`config.mk`:
```
export PLATFORM = sky130hd
export DESIGN_NAME = filter_sp_ctrl
export DESIGN_NICKNAME = d
export VERILOG_FILES = /design/src/rtl/filter_pkg.sv /design/src/rtl/fsp_addr_cnt.sv /design/src/rtl/filter_sp_ctrl.sv
export SDC_FILE = /design/constraint.sdc
export NUM_CORES = 1
export LEC_CHECK = 0
export ABC_AREA = 1
export BUFFER_PORTS_ARGS = -buffer_cell sky130_fd_sc_hd__buf_2
export CAP_MARGIN = 20
export CELL_PAD_IN_SITES_DETAIL_PLACEMENT = 1
export CELL_PAD_IN_SITES_GLOBAL_PLACEMENT = 1
export CORE_UTILIZATION = 37
export DETAILED_ROUTE_END_ITERATION = 8
export PLACE_DENSITY_LB_ADDON = 0.15
export SYNTH_ARGS = -nofsm -noshare
export SYNTH_HDL_FRONTEND = slang
export SYNTH_SLANG_ARGS = --single-unit
```
`constraint.sdc`:
```
create_clock -name clk -period 2.8 [get_ports clk]
set_clock_uncertainty 0.2 [all_clocks]
set_input_delay 0.56 -clock clk [delete_from_list [all_inputs] [get_ports clk]]
set_output_delay 0.56 -clock clk [all_outputs]
set_load 0.05 [all_outputs]
```
`src/rtl/filter_pkg.sv`:
```
// Shared types and default sizes for the filter scratchpad controller.
package filter_pkg;

   localparam int unsigned FILTER_WIDTH_D = 16;
   localparam int unsigned FILTER_ROW_D   = 12;
   localparam int unsigned WIN_W_D        = 8;

   typedef enum logic [1:0] {
      IDLE  = 2'd0,
      LOAD  = 2'd1,
      SWEEP = 2'd2,
      DRAIN = 2'd3
   } fsp_state_t;

endpackage

```
`src/rtl/fsp_addr_cnt.sv`:
```
// Wrapping address counter: counts 0..limit_i on en_i, pulses wrap_o on the limit beat.
module fsp_addr_cnt #(
   parameter int unsigned W = 4
) (
   input  logic         clk,
   input  logic         rst,
   input  logic         clr_i,
   input  logic         en_i,
   input  logic [W-1:0] limit_i,
   output logic [W-1:0] cnt_o,
   output logic         wrap_o
);

   logic [W-1:0] cnt_q;
   logic [W-1:0] cnt_d;

   assign wrap_o = en_i && (cnt_q == limit_i);
   assign cnt_o  = cnt_q;

   always_comb begin
      cnt_d = cnt_q;
      if (clr_i)       cnt_d = '0;
      else if (wrap_o) cnt_d = '0;
      else if (en_i)   cnt_d = cnt_q + W'(1);
   end

   always_ff @(posedge clk or negedge rst) begin
      if (!rst) cnt_q <= '0;
      else      cnt_q <= cnt_d;
   end

endmodule

```
`src/rtl/filter_sp_ctrl.sv`:
```
// Filter scratchpad sequencer: loads one filter, then sweeps it num_windows times to the MAC.
// Optional sticky err output for rejected starts when FILTER_SP_CTRL_ERR_EN is defined.
module filter_sp_ctrl
   import filter_pkg::*;
#(
   parameter int unsigned FILTER_WIDTH = FILTER_WIDTH_D,
   parameter int unsigned FILTER_ROW   = FILTER_ROW_D,
   parameter int unsigned WIN_W        = WIN_W_D
) (
   input  logic                              clk,
   input  logic                              rst,
   input  logic                              start,
   input  logic [$clog2(FILTER_ROW+1)-1:0]   filt_size,
   input  logic [WIN_W-1:0]                  num_windows,
   input  logic [FILTER_WIDTH-1:0]           in_data,
   input  logic                              in_valid,
   output logic                              in_ready,
   output logic [FILTER_WIDTH-1:0]           sp_din,
   output logic [$clog2(FILTER_ROW)-1:0]     sp_waddr,
   output logic [$clog2(FILTER_ROW)-1:0]     sp_raddr,
   output logic                              sp_wen,
   output logic                              sp_ren,
   output logic                              sp_chip_en,
   output logic                              out_valid,
   input  logic                              out_ready,
   output logic                              out_last,
   output logic                              busy,
   output logic                              done
`ifdef FILTER_SP_CTRL_ERR_EN
   ,output logic                             err
`endif
);

   localparam int unsigned AW  = $clog2(FILTER_ROW);
   localparam int unsigned FSW = $clog2(FILTER_ROW + 1);

   fsp_state_t       state_q;
   logic [FSW-1:0]   fs_q;
   logic [WIN_W-1:0] nw_q;
   logic [WIN_W-1:0] wincnt_q;
   logic             out_valid_q;
   logic             out_last_q;
   logic             done_q;

   logic [AW-1:0]    wcnt;
   logic [AW-1:0]    rcnt;
   logic [AW-1:0]    limit;
   logic             wwrap;
   logic             rwrap;
   logic             issue;
   logic             start_ok;
   logic             last_win;

   assign limit    = AW'(fs_q - FSW'(1));
   assign start_ok = (filt_size != '0) && (filt_size <= FSW'(FILTER_ROW)) && (num_windows != '0);
   assign last_win = (wincnt_q == WIN_W'(nw_q - WIN_W'(1)));
   // A read may only be issued when the output register is free or draining this cycle.
   assign issue    = (state_q == SWEEP) && (!out_valid_q || out_ready);

   assign in_ready   = (state_q == LOAD);
   assign sp_wen     = in_ready && in_valid;
   assign sp_ren     = issue;
   assign sp_din     = in_data;
   assign sp_waddr   = wcnt;
   assign sp_raddr   = rcnt;
   assign sp_chip_en = (state_q != IDLE);
   assign busy       = (state_q != IDLE);
   assign out_valid  = out_valid_q;
   assign out_last   = out_last_q;
   assign done       = done_q;

   fsp_addr_cnt #(.W(AW)) u_wcnt (
      .clk     (clk),
      .rst     (rst),
      .clr_i   (state_q == IDLE),
      .en_i    (sp_wen),
      .limit_i (limit),
      .cnt_o   (wcnt),
      .wrap_o  (wwrap)
   );

   fsp_addr_cnt #(.W(AW)) u_rcnt (
      .clk     (clk),
      .rst     (rst),
      .clr_i   (state_q == IDLE),
      .en_i    (issue),
      .limit_i (limit),
      .cnt_o   (rcnt),
      .wrap_o  (rwrap)
   );

   always_ff @(posedge clk or negedge rst) begin
      if (!rst) begin
         state_q     <= IDLE;
         fs_q        <= '0;
         nw_q        <= '0;
         wincnt_q    <= '0;
         out_valid_q <= 1'b0;
         out_last_q  <= 1'b0;
         done_q      <= 1'b0;
      end else begin
         done_q <= 1'b0;
         // Output register tracks the scratchpad's one-cycle read latency.
         if (issue) begin
            out_valid_q <= 1'b1;
            out_last_q  <= (rcnt == limit);
         end else if (out_ready) begin
            out_valid_q <= 1'b0;
            out_last_q  <= 1'b0;
         end
         case (state_q)
            IDLE: begin
               if (start && start_ok) begin
                  fs_q     <= filt_size;
                  nw_q     <= num_windows;
                  wincnt_q <= '0;
                  state_q  <= LOAD;
               end
            end
            LOAD: begin
               if (wwrap) state_q <= SWEEP;
            end
            SWEEP: begin
               if (rwrap) begin
                  if (last_win) begin
                     wincnt_q <= '0;
                     state_q  <= DRAIN;
                  end else begin
                     wincnt_q <= wincnt_q + WIN_W'(1);
                  end
               end
            end
            DRAIN: begin
               if (out_valid_q && out_ready) begin
                  done_q  <= 1'b1;
                  state_q <= IDLE;
               end
            end
            default: state_q <= IDLE;
         endcase
      end
   end

`ifdef FILTER_SP_CTRL_ERR_EN
   logic err_q;
   assign err = err_q;

   always_ff @(posedge clk or negedge rst) begin
      if (!rst) err_q <= 1'b0;
      else if (start && ((state_q != IDLE) || !start_ok)) err_q <= 1'b1;
   end
`endif

endmodule

```
Word-level counts from Yosys, hierarchy flattened
Index checks and enable logic that the tools add are counted.

word-level totals
  register bits after elaboration = 33
  output and inout port bits = 32
  word-level logic and storage cells = 68

cells by class
  add/sub/neg operators = 5
  order comparisons = 1
  eq/ne operators = 11
  muxes and demuxes = 21
  reduce and logical (&&, ||, !) cells = 21

operators with widths
  operator                                                             number
  4-bit 2-to-1 mux                                                     6
  8-bit 2-to-1 mux                                                     3
  8-bit one-hot mux with 2 select lines                                1
  2-bit 2-to-1 mux                                                     5
  4-bit by 1-bit adder with 4-bit output (second input constant)       2
  8-bit by 1-bit adder with 8-bit output (second input constant)       1
  4-bit == test                                                        2
  8-bit == test                                                        1
  1-bit logical AND                                                    8
  2-bit inequality test (second input constant)                        4
  2-bit one-hot mux with 4 select lines                                1
  8-bit nonzero test                                                   1
  8-bit by 1-bit subtractor with 8-bit output (second input constant)  1
  2-bit nonzero test                                                   3
  3-bit nonzero test                                                   2
  1-bit 2-to-1 mux                                                     5
  5-bit AND reduction                                                  1
  2-bit == test (second input constant)                                2
  4-bit less-or-equal comparator (second input constant)               1
  4-bit nonzero test                                                   1
  4-bit by 1-bit subtractor with 4-bit output (second input constant)  1
  3-bit AND reduction                                                  1
  2-bit by 1-bit == test with 1-bit output (second input constant)     1
  2-bit zero test                                                      1
  4 further kinds                                                      4

Longest topological paths before layout
  depth after elaboration = 6
  mapped depth = 14

Modules after synthesis
Synthesis repeated with hierarchy kept, for this count alone.

unflattened totals
  cell total of the unflattened synthesis = 341
  area, all modules = 2374.8 sq um

by module, submodules not included
  module          instances  cells an instance  area an instance (sq um)
  filter_sp_ctrl  1          257                1806.7
  fsp_addr_cnt    2          42                 284.0

Worst setup path before layout
Ideal clock, no wire load.

  path kind = register to register
  start point = register state_q[0]
  end point = register wincnt_q[4]
  arrival time = 1.908 ns
  required time = 2.482 ns
  slack = 0.574 ns
  cell stages (with the launch flop) = 14
  buffers on the path = 2
  clock period less this slack = 2.226 ns
  path through = dfrtp_1 inv_1 ha_1 buf_6 inv_4 a21oi_4 nand3_2 nor2_2 nand2_2 nand2_4 nand3_4 buf_6 nand2_1 o21ai_2

between the ends
  cells in the longest elaborated chain, start to end = 5
  elaborated cells between the ends (all ways) = 9

RTL lines
  item                             RTL line               source
  start, declared                  filter_sp_ctrl.sv:37   fsp_state_t state_q;
  start signal, assigned           filter_sp_ctrl.sv:94   state_q <= IDLE;
  start signal, assigned           filter_sp_ctrl.sv:117  state_q <= LOAD;
  start signal, assigned           filter_sp_ctrl.sv:121  if (wwrap) state_q <= SWEEP;
  2-bit == test                    filter_sp_ctrl.sv:58   assign issue = (state_q == SWEEP) && (!out_valid_q || out_ready);
  1-bit logical AND                filter_sp_ctrl.sv:58
  named net sp_ren                 filter_sp_ctrl.sv:22   output logic sp_ren,
  1-bit logical AND                fsp_addr_cnt.sv:17     assign wrap_o = en_i && (cnt_q == limit_i);
  2-bit inequality test (no line)  n/a
  3-bit AND reduction (no line)    n/a
  end signal, assigned             filter_sp_ctrl.sv:129  wincnt_q <= wincnt_q + WIN_W'(1);
  end, declared                    filter_sp_ctrl.sv:40   logic [WIN_W-1:0] wincnt_q;

The timed path passes the listed nets, and every way through them passes these cells.
A chain may end at the register's enable or synchronous reset.

Worst setup path after layout
  start point = register state_q[0]
  end point = output sp_ren

between the ends
  cells in the longest elaborated chain, start to end = 2

RTL lines
  item               RTL line
  2-bit == test      filter_sp_ctrl.sv:58
  1-bit logical AND  filter_sp_ctrl.sv:58
  end, declared      filter_sp_ctrl.sv:22

Every way passes these cells.

==> results.cfg <==
[outcome]
status = completed

[clock_tree]
cts_tree = built
cts.htree.levels = 2
root_buffer = clkbuf_8
hold_buffers = 0
cts_buffers = 5
post_cts_buffers = 0
clock-sinks = 33
clk_latency_ns = 0.28
clkTransAtPathRegs_ns = 0.07
ctsLongestPathBuffers = 2
cts_resized = 0

[finish]
final_cell_mix = nand2_1 (85), inv_1 (36), dfrtp_1 (33)
utilization = 0.421
mostFrequentLayoutCell = nand2_1
fillerInstances = 774
insertedDiodeCount = 0
syn_to_final_growth_pct = 8.63
drive_gt1_frac = 0.180
fin_nets = 369

[global_routing]
grt_pass1_vias = 1900
grt_pass1_wl_um = 9090
grt_overflow = 0
antenna_found_initial = 0
met3_usage = 0.0371
top_usage_layer = met2
grtUsageTotal = 0.179
grt_max_degree = 34
met2_usage = 0.307
grt_use_met1 = 0.228

[power_and_ir_drop]
p_clk_frac = 0.156
intPower_mw = 1.28
p_leak_nw = 1.28
p_per_area_mw_per_mm2 = 1030
p_sw_mw = 1.29
switching_share = 0.502
seqPwrFrac = 0.301
comb_power_share = 0.543
peakVddDrop_uv = 533

[floorplan]
die_area_mm2 = 0.00655
start_util = 0.387
core_mm2 = 0.00596
fp.dieH_um = 80.9
io_pins = 65
die_x_um = 80.9
core.rowCount = 28

[synthesis]
synth_nets = 351
ys_seq_area_frac = 0.358
synth.top_cell.area_share = 0.358
syn-instance-count = 308
syn_area_mm2 = 0.00231
ys_types = 30
yosys_warnings = 0
syn_area_per_cell_um2 = 7.49
synth-seq-cells = 33
ys_top_cells_by_area = dfrtp_1 (36%), nand2_1 (14%), inv_1 (5.9%), buf_4 (5.5%), ha_1 (5.4%)
yosys.area.top_type = dfrtp_1

[sta]
fin_crit_ns = 2.59
rsz0062_at_grt = false
slew_headroom = 0.483
hold_viol = 0
setup_tns_ns = 0
max_freq_mhz = 387
finalSetupViolCount = 0
timing.final.crit_share = 0.923
slew_viol_final = 0
worst_pin_slew_ns = 0.776

[setup_path]
path_buf_inv = 3
arrival_ns = 1.83
crit_type = register to primary output
critPathSlowestCell = ha_1
cp_top_family = buffers and inverters
cp-start-kind = register
regToRegStartpoint = state_q[0]$_DFFE_PN0P_
end_kind = primary output
rrSetupSlack_ns = 0.40
cp_slowest_stage_delay_ns = 0.47
crit_required_ns = 2.04
r2r_end = wincnt_q[0]$_DFFE_PN0P_
crit_chain = inv_1, ha_1, inv_4, a21oi_4, buf_2
critPathMaxFanout = 10
r2r_cells = 12

[route]
drt_wl_total_um = 5280
postRouteAntennaNets = 0
vias = 1911
route.detailed.drc = 0
wl_per_cell_um = 13.1
dr.pass1.iters = 6
drtIter0Drc = 47
viasPerCell = 4.75

[placement]
gp_congestion = 0.739
hpwl_um = 4160
port-buffer-count = 32

[flow_run]
cap_violations = 0

[min_path]
hold_class = input pin to async pin
==> synthesized netlist by cell type <==
cell / n
dfrtp_1: 33
nand3_1: 25
inv_1: 36
nand2_2: 3
buf_2: 2
o22ai_1: 4
o21ai_2: 2
mux2i_1: 1
o21ai_0: 14
nor2_1: 28
a21oi_4: 1
ha_1: 10
o21ai_1: 4
clkbuf_1: 1
nand3b_1: 4
nand3_4: 1
nor2_2: 2
xor2_1: 12
mux2_2: 3
xnor2_1: 5
nand2_1: 85
buf_4: 17
nand4_1: 6
a21oi_1: 1
inv_4: 1
buf_6: 2
nand3_2: 1
or2_2: 2
inv_2: 1
nand2_4: 1
==> stage by stage <==
stage / hold WS (ns) / setup WS, ns / total power, mW / cells / area, um2
floorplan: 0.0644 / 0.574 / 1.96 / 308 / 2310
global placement: 0.318 / 0.539 / 2.18 / 394 / 2400
detailed placement: 0.317 / 0.399 / 2.21 / 394 / 2400
CTS: 0.178 / 0.181 / 2.63 / 402 / 2500
global route: 0.212 / 0.0874 / 2.84 / 402 / 2500
finish: 0.146 / 0.214 / 2.58 / 402 / 2500
==> registers in the layout, indices dropped and copies added, names as in the netlist <==
name / flops
done: 1
fs_q: 4
nw_q: 8
out_last: 1
out_valid: 1
state_q: 2
u_rcnt.cnt_o: 4
u_wcnt.cnt_o: 4
wincnt_q: 8
==> layout make-up <==
cell class	instances	area (um2)	area share
multi-input combinational	215	1170	0.468
sequential	33	826	0.330
timing repair buffer	33	168	0.0669
inverter	38	145	0.0579
clock buffer	7	96.3	0.0385
tap	75	93.8	0.0375
clock inverter	1	5.00	0.00200
==> worst reg2reg max path, cell delays in order, from the launching register on <==
cell and delay, ns:
dfrtp_1 0.41, inv_1 0.12, ha_1 0.47, inv_4 0.09, a21oi_4 0.17, nand3_2 0.10, nor2_2 0.12, nand2_2 0.09
nand2_4 0.10, nand3_4 0.17, nor2_1 0.19, nand2_1 0.08, nand2_1 0.06
==> metal layers <==
metal / vias up / routed length [um]
li1: 986 / -
met1: 893 / 2530
met2: 24 / 2560
met3: 8 / 140
met4: 0 / 49
met5: - / 0
==> kinds of logic (layout without fill, tap and decap cells) <==
family / Yosys count / count (layout) / synth area share
buffers and inverters: 60 / 79 / 0.134
AOI/OAI and AO/OA: 26 / 26 / 0.0667
and+or+nand+nor: 158 / 158 / 0.303
DFF: 33 / 33 / 0.358
adders and majority gates: 10 / 10 / 0.0543
muxes: 4 / 4 / 0.0190
xor gates and xnor gates: 17 / 17 / 0.0646
==> worst max-delay path by stage <==
stage | from | to | slack [ns] | cells after the start
finish | state_q[0]$_DFFE_PN0P_ | sp_ren | 0.21 | 5
floorplan | state_q[0]$_DFFE_PN0P_ | wincnt_q[4]$_DFFE_PN0P_ | 0.57 | 13
global route | state_q[0]$_DFFE_PN0P_ | sp_ren | 0.09 | 5
global placement | state_q[0]$_DFFE_PN0P_ | wincnt_q[1]$_DFFE_PN0P_ | 0.54 | 12
detailed placement | state_q[0]$_DFFE_PN0P_ | wincnt_q[0]$_DFFE_PN0P_ | 0.40 | 12
CTS | state_q[0]$_DFFE_PN0P_ | sp_ren | 0.18 | 5
==> power groups by stage <==
stage / clock network (mW) / registers [mW] / logic, mW
after global routing: 0.441 / 0.807 / 1.59
after global placement: 0 / 0.783 / 1.39
after floorplan: 0 / 0.837 / 1.12
final: 0.401 / 0.776 / 1.40
after detailed placement: 0 / 0.787 / 1.42
after CTS: 0.420 / 0.780 / 1.43
Power figures use the tool's default switching activity.
